`src/rtl/netbus_frame_reader.sv`:
```
// netbus_frame_reader: pops whole frames from the NetBus read FIFO and forwards them through a
// 2-entry skid buffer, truncating over-long frames and counting completed frames.
`default_nettype none

module netbus_frame_reader #(
    parameter int DATA_WIDTH = 4,
    parameter int MAX_FLITS  = 64,
    parameter int CNT_WIDTH  = 16
) (
    input  logic                      CLK,
    input  logic                      RESETn,
    input  logic [DATA_WIDTH*9+13:0]  FDATA,
    input  logic                      FVALID,
    output logic                      FREADY,
    input  logic                      FFRAME,
    output logic [DATA_WIDTH*9+13:0]  MDATA,
    output logic                      MVALID,
    input  logic                      MREADY,
    output logic [CNT_WIDTH-1:0]      FRAME_CNT,
    output logic                      LEN_ERR
);

    localparam int W     = DATA_WIDTH * 9 + 14;
    localparam int LEN_W = $clog2(MAX_FLITS + 1);

    typedef enum logic [1:0] {
        S_IDLE    = 2'd0,
        S_STREAM  = 2'd1,
        S_DISCARD = 2'd2
    } state_t;

    state_t               state_q, state_d;
    logic [LEN_W-1:0]     len_q, len_d;
    logic                 out_vld_q, out_vld_d;
    logic [W-1:0]         out_data_q, out_data_d;
    logic                 skid_vld_q, skid_vld_d;
    logic [W-1:0]         skid_data_q, skid_data_d;
    logic [CNT_WIDTH-1:0] cnt_q, cnt_d;
    logic                 len_err_q, len_err_d;

    logic                 fready;
    logic                 push;
    logic                 xfer;
    logic [W-1:0]         push_data;

    // Pop strobe depends only on state and skid occupancy, never on MREADY/FVALID.
    always_comb begin
        fready = 1'b0;
        case (state_q)
            S_STREAM:  fready = !skid_vld_q;
            S_DISCARD: fready = 1'b1;
            default:   fready = 1'b0;
        endcase
    end

    always_comb begin
        state_d   = state_q;
        len_d     = len_q;
        push      = 1'b0;
        push_data = FDATA;
        len_err_d = 1'b0;
        case (state_q)
            S_IDLE: begin
                if (FFRAME && FVALID) begin
                    state_d = S_STREAM;
                    len_d   = '0;
                end
            end
            S_STREAM: begin
                if (fready && FVALID) begin
                    push  = 1'b1;
                    len_d = len_q + LEN_W'(1);
                    if (FDATA[0]) begin
                        state_d = S_IDLE;
                    end else if (len_q == LEN_W'(MAX_FLITS - 1)) begin
                        // Last permitted flit of an over-long frame becomes its EOF.
                        push_data[0] = 1'b1;
                        len_err_d    = 1'b1;
                        state_d      = S_DISCARD;
                    end
                end
            end
            S_DISCARD: begin
                if (FVALID && FDATA[0]) begin
                    state_d = S_IDLE;
                end
            end
            default: state_d = S_IDLE;
        endcase
    end

    assign xfer = out_vld_q && MREADY;

    always_comb begin
        out_vld_d   = out_vld_q;
        out_data_d  = out_data_q;
        skid_vld_d  = skid_vld_q;
        skid_data_d = skid_data_q;
        if (!out_vld_q || xfer) begin
            if (skid_vld_q) begin
                out_vld_d  = 1'b1;
                out_data_d = skid_data_q;
                skid_vld_d = push;
                if (push) begin
                    skid_data_d = push_data;
                end
            end else begin
                out_vld_d = push;
                if (push) begin
                    out_data_d = push_data;
                end
            end
        end else if (push) begin
            skid_vld_d  = 1'b1;
            skid_data_d = push_data;
        end
    end

    assign cnt_d = cnt_q + ((xfer && out_data_q[0]) ? CNT_WIDTH'(1) : CNT_WIDTH'(0));

    always_ff @(posedge CLK) begin
        if (!RESETn) begin
            state_q     <= S_IDLE;
            len_q       <= '0;
            out_vld_q   <= 1'b0;
            out_data_q  <= '0;
            skid_vld_q  <= 1'b0;
            skid_data_q <= '0;
            cnt_q       <= '0;
            len_err_q   <= 1'b0;
        end else begin
            state_q     <= state_d;
            len_q       <= len_d;
            out_vld_q   <= out_vld_d;
            out_data_q  <= out_data_d;
            skid_vld_q  <= skid_vld_d;
            skid_data_q <= skid_data_d;
            cnt_q       <= cnt_d;
            len_err_q   <= len_err_d;
        end
    end

    assign FREADY    = fready;
    assign MDATA     = out_data_q;
    assign MVALID    = out_vld_q;
    assign FRAME_CNT = cnt_q;
    assign LEN_ERR   = len_err_q;

endmodule

`default_nettype wire
```
`config.mk`:
```
export PLATFORM = sky130hd
export DESIGN_NAME = netbus_frame_reader
export DESIGN_NICKNAME = d
export VERILOG_FILES = /design/src/rtl/netbus_frame_reader.sv
export SDC_FILE = /design/constraint.sdc
export NUM_CORES = 1
export LEC_CHECK = 0
export BUFFER_PORTS_ARGS = -buffer_cell sky130_fd_sc_hd__buf_4
export CORE_UTILIZATION = 47
export DETAILED_ROUTE_END_ITERATION = 10
export PLACE_DENSITY = 0.71
export SKIP_CTS_REPAIR_TIMING = 1
export SYNTH_ARGS = -nofsm -noshare
export SYNTH_HDL_FRONTEND = slang
export SYNTH_SLANG_ARGS = --single-unit
```
`constraint.sdc`:
```
create_clock -name CLK -period 3.8 [get_ports CLK]
set_input_delay 0.38 -clock CLK [delete_from_list [all_inputs] [get_ports CLK]]
set_output_delay 0.38 -clock CLK [all_outputs]
set_load 0.05 [all_outputs]
```
* Word-level counts from Yosys, hierarchy flattened *
Cells that the tools add are included.

storage, ports and cells
  register bits = 128
  bits of input ports = 55
  output and inout port bits = 69
  logic and storage cells = 63

operators by class
  add/sub/neg operators = 2
  equal/unequal tests = 8
  multiplexer cells = 26
  bitwise gates (word level) = 3
  reductions and logical operators = 16

operators by type and width
  kind                   count
  $mux W50               5
  $add A16 B1 Y16        1
  $mux W7                2
  $pmux W7 S2            1
  $mux W1                11
  $mux W2                5
  $ne A2 B2 Y1 const B   4
  $add A7 B1 Y7 const B  1
  $eq A7 B6 Y1 const B   1
  $pmux W2 S3            1
  $reduce_bool A2 Y1     3
  $logic_and A1 B1 Y1    5
  $reduce_and A4 Y1      1
  $reduce_or A4 Y1       1
  $ne A3 B3 Y1 const B   1
  $not A1 Y1             3
  $reduce_and A3 Y1      1
  $eq A2 B1 Y1 const B   1
  $eq A2 B2 Y1 const B   1
  $logic_not A1 Y1       2
  $logic_not A2 Y1       1
  $pmux W1 S2            1
  $reduce_and A2 Y1      1
  $logic_or A1 B1 Y1     1

* Longest topological paths before layout *
  depth after elaboration = 8
  mapped depth = 9
  mapped depth without buffers = 7

* Worst setup path after synthesis *
No wires, ideal clock.

  path kind = register to register
  from = register out_vld_q (netlist: MVALID)
  to = register cnt_q[14] (netlist: FRAME_CNT[14])
  setup time = 70 ps
  arrival = 2132 ps
  data required time = 3730 ps
  path slack = 1598 ps
  cell stages (with the launch flop) = 8
  path buffers = 0
  clock period less this slack = 2202 ps
  cell sequence = dfxtp_1 and3_1 ha_1 ha_1 and2_1 nand3_1 or4_1 a21boi_1

on the way
  word-level cells in the longest chain between the ends = 4

ends and longest elaborated chain
  item                    RTL line  RTL
  start, declared         34        logic out_vld_q, out_vld_d;
  start signal, assigned  134       out_vld_q <= out_vld_d;
  $logic_and A1 B1 Y1     92        assign xfer = out_vld_q && MREADY;
  $logic_and A1 B1 Y1     119       assign cnt_d = cnt_q + ((xfer && out_data_q[0]) ? CNT_WIDTH'(1) : CNT_WIDTH'(0));
  $mux W1                 119
  $add A16 B1 Y16         119
  end signal, assigned    138       cnt_q <= cnt_d;
  end, declared           38        logic [CNT_WIDTH-1:0] cnt_q, cnt_d;

No other way between the ends.
A chain may end at the register's enable or synchronous reset.

* Final worst setup path *
  from = register skid_vld_q
  to = output FREADY

on the way
  word-level cells in the longest chain between the ends = 2

ends and longest elaborated chain
  item                    RTL line  RTL
  start, declared         36        logic skid_vld_q, skid_vld_d;
  start signal, assigned  136       skid_vld_q <= skid_vld_d;
  $logic_not A1 Y1        50        S_STREAM: fready = !skid_vld_q;
  $pmux W1 S2             49        case (state_q)
  end, declared           14        output logic FREADY,

No other way between the ends.

==> metrics.txt <==
Mean Syn Cell Area=9.273 um^2; Clock Sinks=128; Final Max Tran Viols=0; final period utilization=65.64%; outcome=finished, final reports clean; CP endpoint kind=primary output; overall die height=110.9 um; Critical path origin=skid_vld_q$_SDFFE_PN0P_; Antenna Nets Post-Route=0; relative slew slack=26.97%; Fin. Hold Viols=0; Rows=39; Clock Tree Root=clkbuf_16; clock latency on the worst-skew pair=0.42 ns; largest net degree at the start of global routing=100; count leader, synth=nand2_1; routed vias=4,609; HPWL Detailed=7986 um; fin crit period=2.494 ns; distinct cell type count after synthesis=45; synth cell count leaders=nand2_1 (163), dfxtp_1 (128), a21boi_1 (57), mux2i_1 (53), o211a_1 (49); sequential share of the synthesized area=45.98%; vias in the first global route=4,403; CTS tree=built; total CTS buffers=17; RSZ-0062 raised after global routing=no; Reg-to-Reg End=skid_data_q[4]$_SDFFE_PN0P_; residual DRC count=0; share of the synthesized area in the top cell type=a little under half; reg2reg setup slack=~1.4 ns; Crit Path Max Fanout=35; mux cell area share after synthesis=9.520%; DRT Pass-1 Iters=6; R2R depth=6; Port Buffer Count=roughly 120; final net count=765; Cell Area, Synth=5573 um^2; simple-gate portion of the synthesized area=17.62%; Power Dens Cells=around 530 nW/um^2; Critical Path RT=between 3 and 4 ns; Post-Syn Instances=601; IO Pins=approximately 120; Clock Path Buffers=2; Area growth syn-to-layout=27.75%; final setup fails=0; core area=11,470 um^2; worst slack, placed=1.461 ns; first-pass GRT wire length=20,220 um; Post-Syn Nets=662; synthesized flop and latch total=around 130; remaining global-route overflow=0; fraction of layout cells with a size suffix above 1=22.58%; placed cell area=6528 um^2; clk_skew=0.006198 ns; antenna diode count=0; Synth Area in XOR/XNOR=~1.6%; HP Class=in2reg; GRT Resource Usage Total=20.46%; Critical path destination=FREADY; Slew @ Worst Pin=1.096 ns; Post-synth ARST share=0%; post-layout util=62.08%; initial antenna violation count=0; Post-synth EDFFs=0; DR iter-0 viols=304; prevailing post-synth register cell=dfxtp_1; kind of critical path=reg2out; Wirelength per Cell=14.30 um; FMAX=0.4009 GHz; final worst slack=1.306 ns; WP data arrival=2.11 ns; Initial Util=between 40% and 50%; Yosys warnings=0; Clock H-tree levels=4; FF-to-FF Start=state_q[1]$_SDFFE_PN0P_; largest family of logic cells by synthesized area=compound AO/OA/AOI/OAI gates; clock slew at reported path FFs=0.05 ns; largest cells by area after synthesis=dfxtp_1 (46%), nand2_1 (11%), mux2i_1 (9.5%), o211a_1 (8.8%), a21boi_1 (7.7%); global placer's final weighted congestion=0.8216; post-layout instance area=roughly 7100 um^2; maximum vdd drop=450.5 uV; Sum Neg Setup Slack=0 ns; Synth area leader=dfxtp_1; Setup crit start kind=flop; final WL=12,240 um; drt via density=5.384; Synth Area in Compound Gates=20.30%; total die area=12,300 um^2; Static Leakage=3.314 nW; Die W=approximately 110 um; Post-Synth Adder-Cell Area=1.347%; Max Cap Viol=0
## flip-flops by register name, summed over array words and instances (netlist names)
name	flops
FRAME_CNT	16
MVALID	1
state_q	2
MDATA	50
LEN_ERR	1
skid_data_q	50
skid_vld_q	1
len_q	7
## cell type report
class                           count  area [um^2]
Clock buffer                       22        484.2
Clock inverter                      6        107.6
Fill cell                         979         4348
Inverter                            6        22.52
Multi-Input combinational cell    425         2814
Sequential cell                   128         2566
Tap cell                          143        178.9
Timing Repair Buffer              126        945.9
## where the power goes
| group | internal (mW) | leakage, nW | switching, mW | total (mW) |
|---|---|---|---|---|
| clock | 1.08 | 0.290 | 0.537 | 1.62 |
| combinational | 0.246 | 1.99 | 0.446 | 0.692 |
| sequential | 1.41 | 1.03 | 0.0391 | 1.45 |
| total | 2.74 | 3.31 | 1.02 | 3.76 |
## worst max-delay path, stage by stage (launching register included)
cell	delay, ns
dfxtp_4	0.59
buf_4	0.57
nor2b_1	0.10
o21a_1	0.23
buf_4	0.20
## cells by family (layout without fill, tap and decap cells)
logic type / count (synthesis) / after routing
AO/OA/AOI/OAI: 134 / 134
XOR/XNOR: 10 / 10
adder cells (fa/ha/maj): 6 / 6
buffers and inverters: 48 / 160
flip-flops: 128 / 128
multiplexers: 53 / 53
AND/OR/NAND/NOR: 222 / 222
## through the flow
| stage | hold WS (ns) | cells | total power [mW] |
|---|---|---|---|
| after CTS | 0.1996 | 856 | 3.805 |
| after detailed placement | 0.4451 | 828 | 2.169 |
| after global routing | 0.2030 | 856 | 3.911 |
| final | 0.2184 | 856 | 3.759 |
| after global placement | 0.4400 | 828 | 2.155 |
| after floorplan | 0.4347 | 601 | 1.963 |
## routing by layer
metal / vias to the layer above / part of all wire (%) / track usage, %
met4: 0 / 1.4 / 8.533
li1: 2300 / - / -
met2: 108 / 48 / 33.33
met1: 2181 / 44 / 23.83
met3: 20 / 6.3 / 8.147
met5: - / 0 / 0
## worst min-delay path by stage
stage	start	to	slack, ns	depth (start not counted)
2_1_floorplan	skid_data_q[10]$_SDFFE_PN0P_	skid_data_q[10]$_SDFFE_PN0P_	0.43	2
3_3_place_gp	skid_data_q[10]$_SDFFE_PN0P_	skid_data_q[10]$_SDFFE_PN0P_	0.44	2
3_5_place_dp	skid_data_q[2]$_SDFFE_PN0P_	skid_data_q[2]$_SDFFE_PN0P_	0.45	2
4_1_cts	FDATA[35]	skid_data_q[35]$_SDFFE_PN0P_	0.20	3
5_1_grt	FDATA[35]	skid_data_q[35]$_SDFFE_PN0P_	0.20	3
6_report	FDATA[36]	skid_data_q[36]$_SDFFE_PN0P_	0.22	3
## placed cells by master (no fill, tap or decap), drive strengths merged, types with 2 or more instances in the layout
cell type  Yosys  final
nand2        163    163
dfxtp        128    128
buf           15    126
a21boi        58     58
mux2i         53     53
o211a         50     50
clkbuf        27     22
and2          13     13
nand3          8      8
nand4          6      6
nand2b         6      6
xnor2          6      6
ha             6      6
inv            6      6
o21ai          6      6
o31ai          4      4
xor2           4      4
and3           4      4
or4            4      4
nor2b          3      3
nor4           3      3
nor3           3      3
nor2           3      3
bufinv         0      3
o21a           3      3
o41ai          2      2
or3            2      2
o31a           2      2
and4           2      2
a21oi          2      2
clkinv         0      2
No activity file was read; power rests on OpenSTA's default activity.
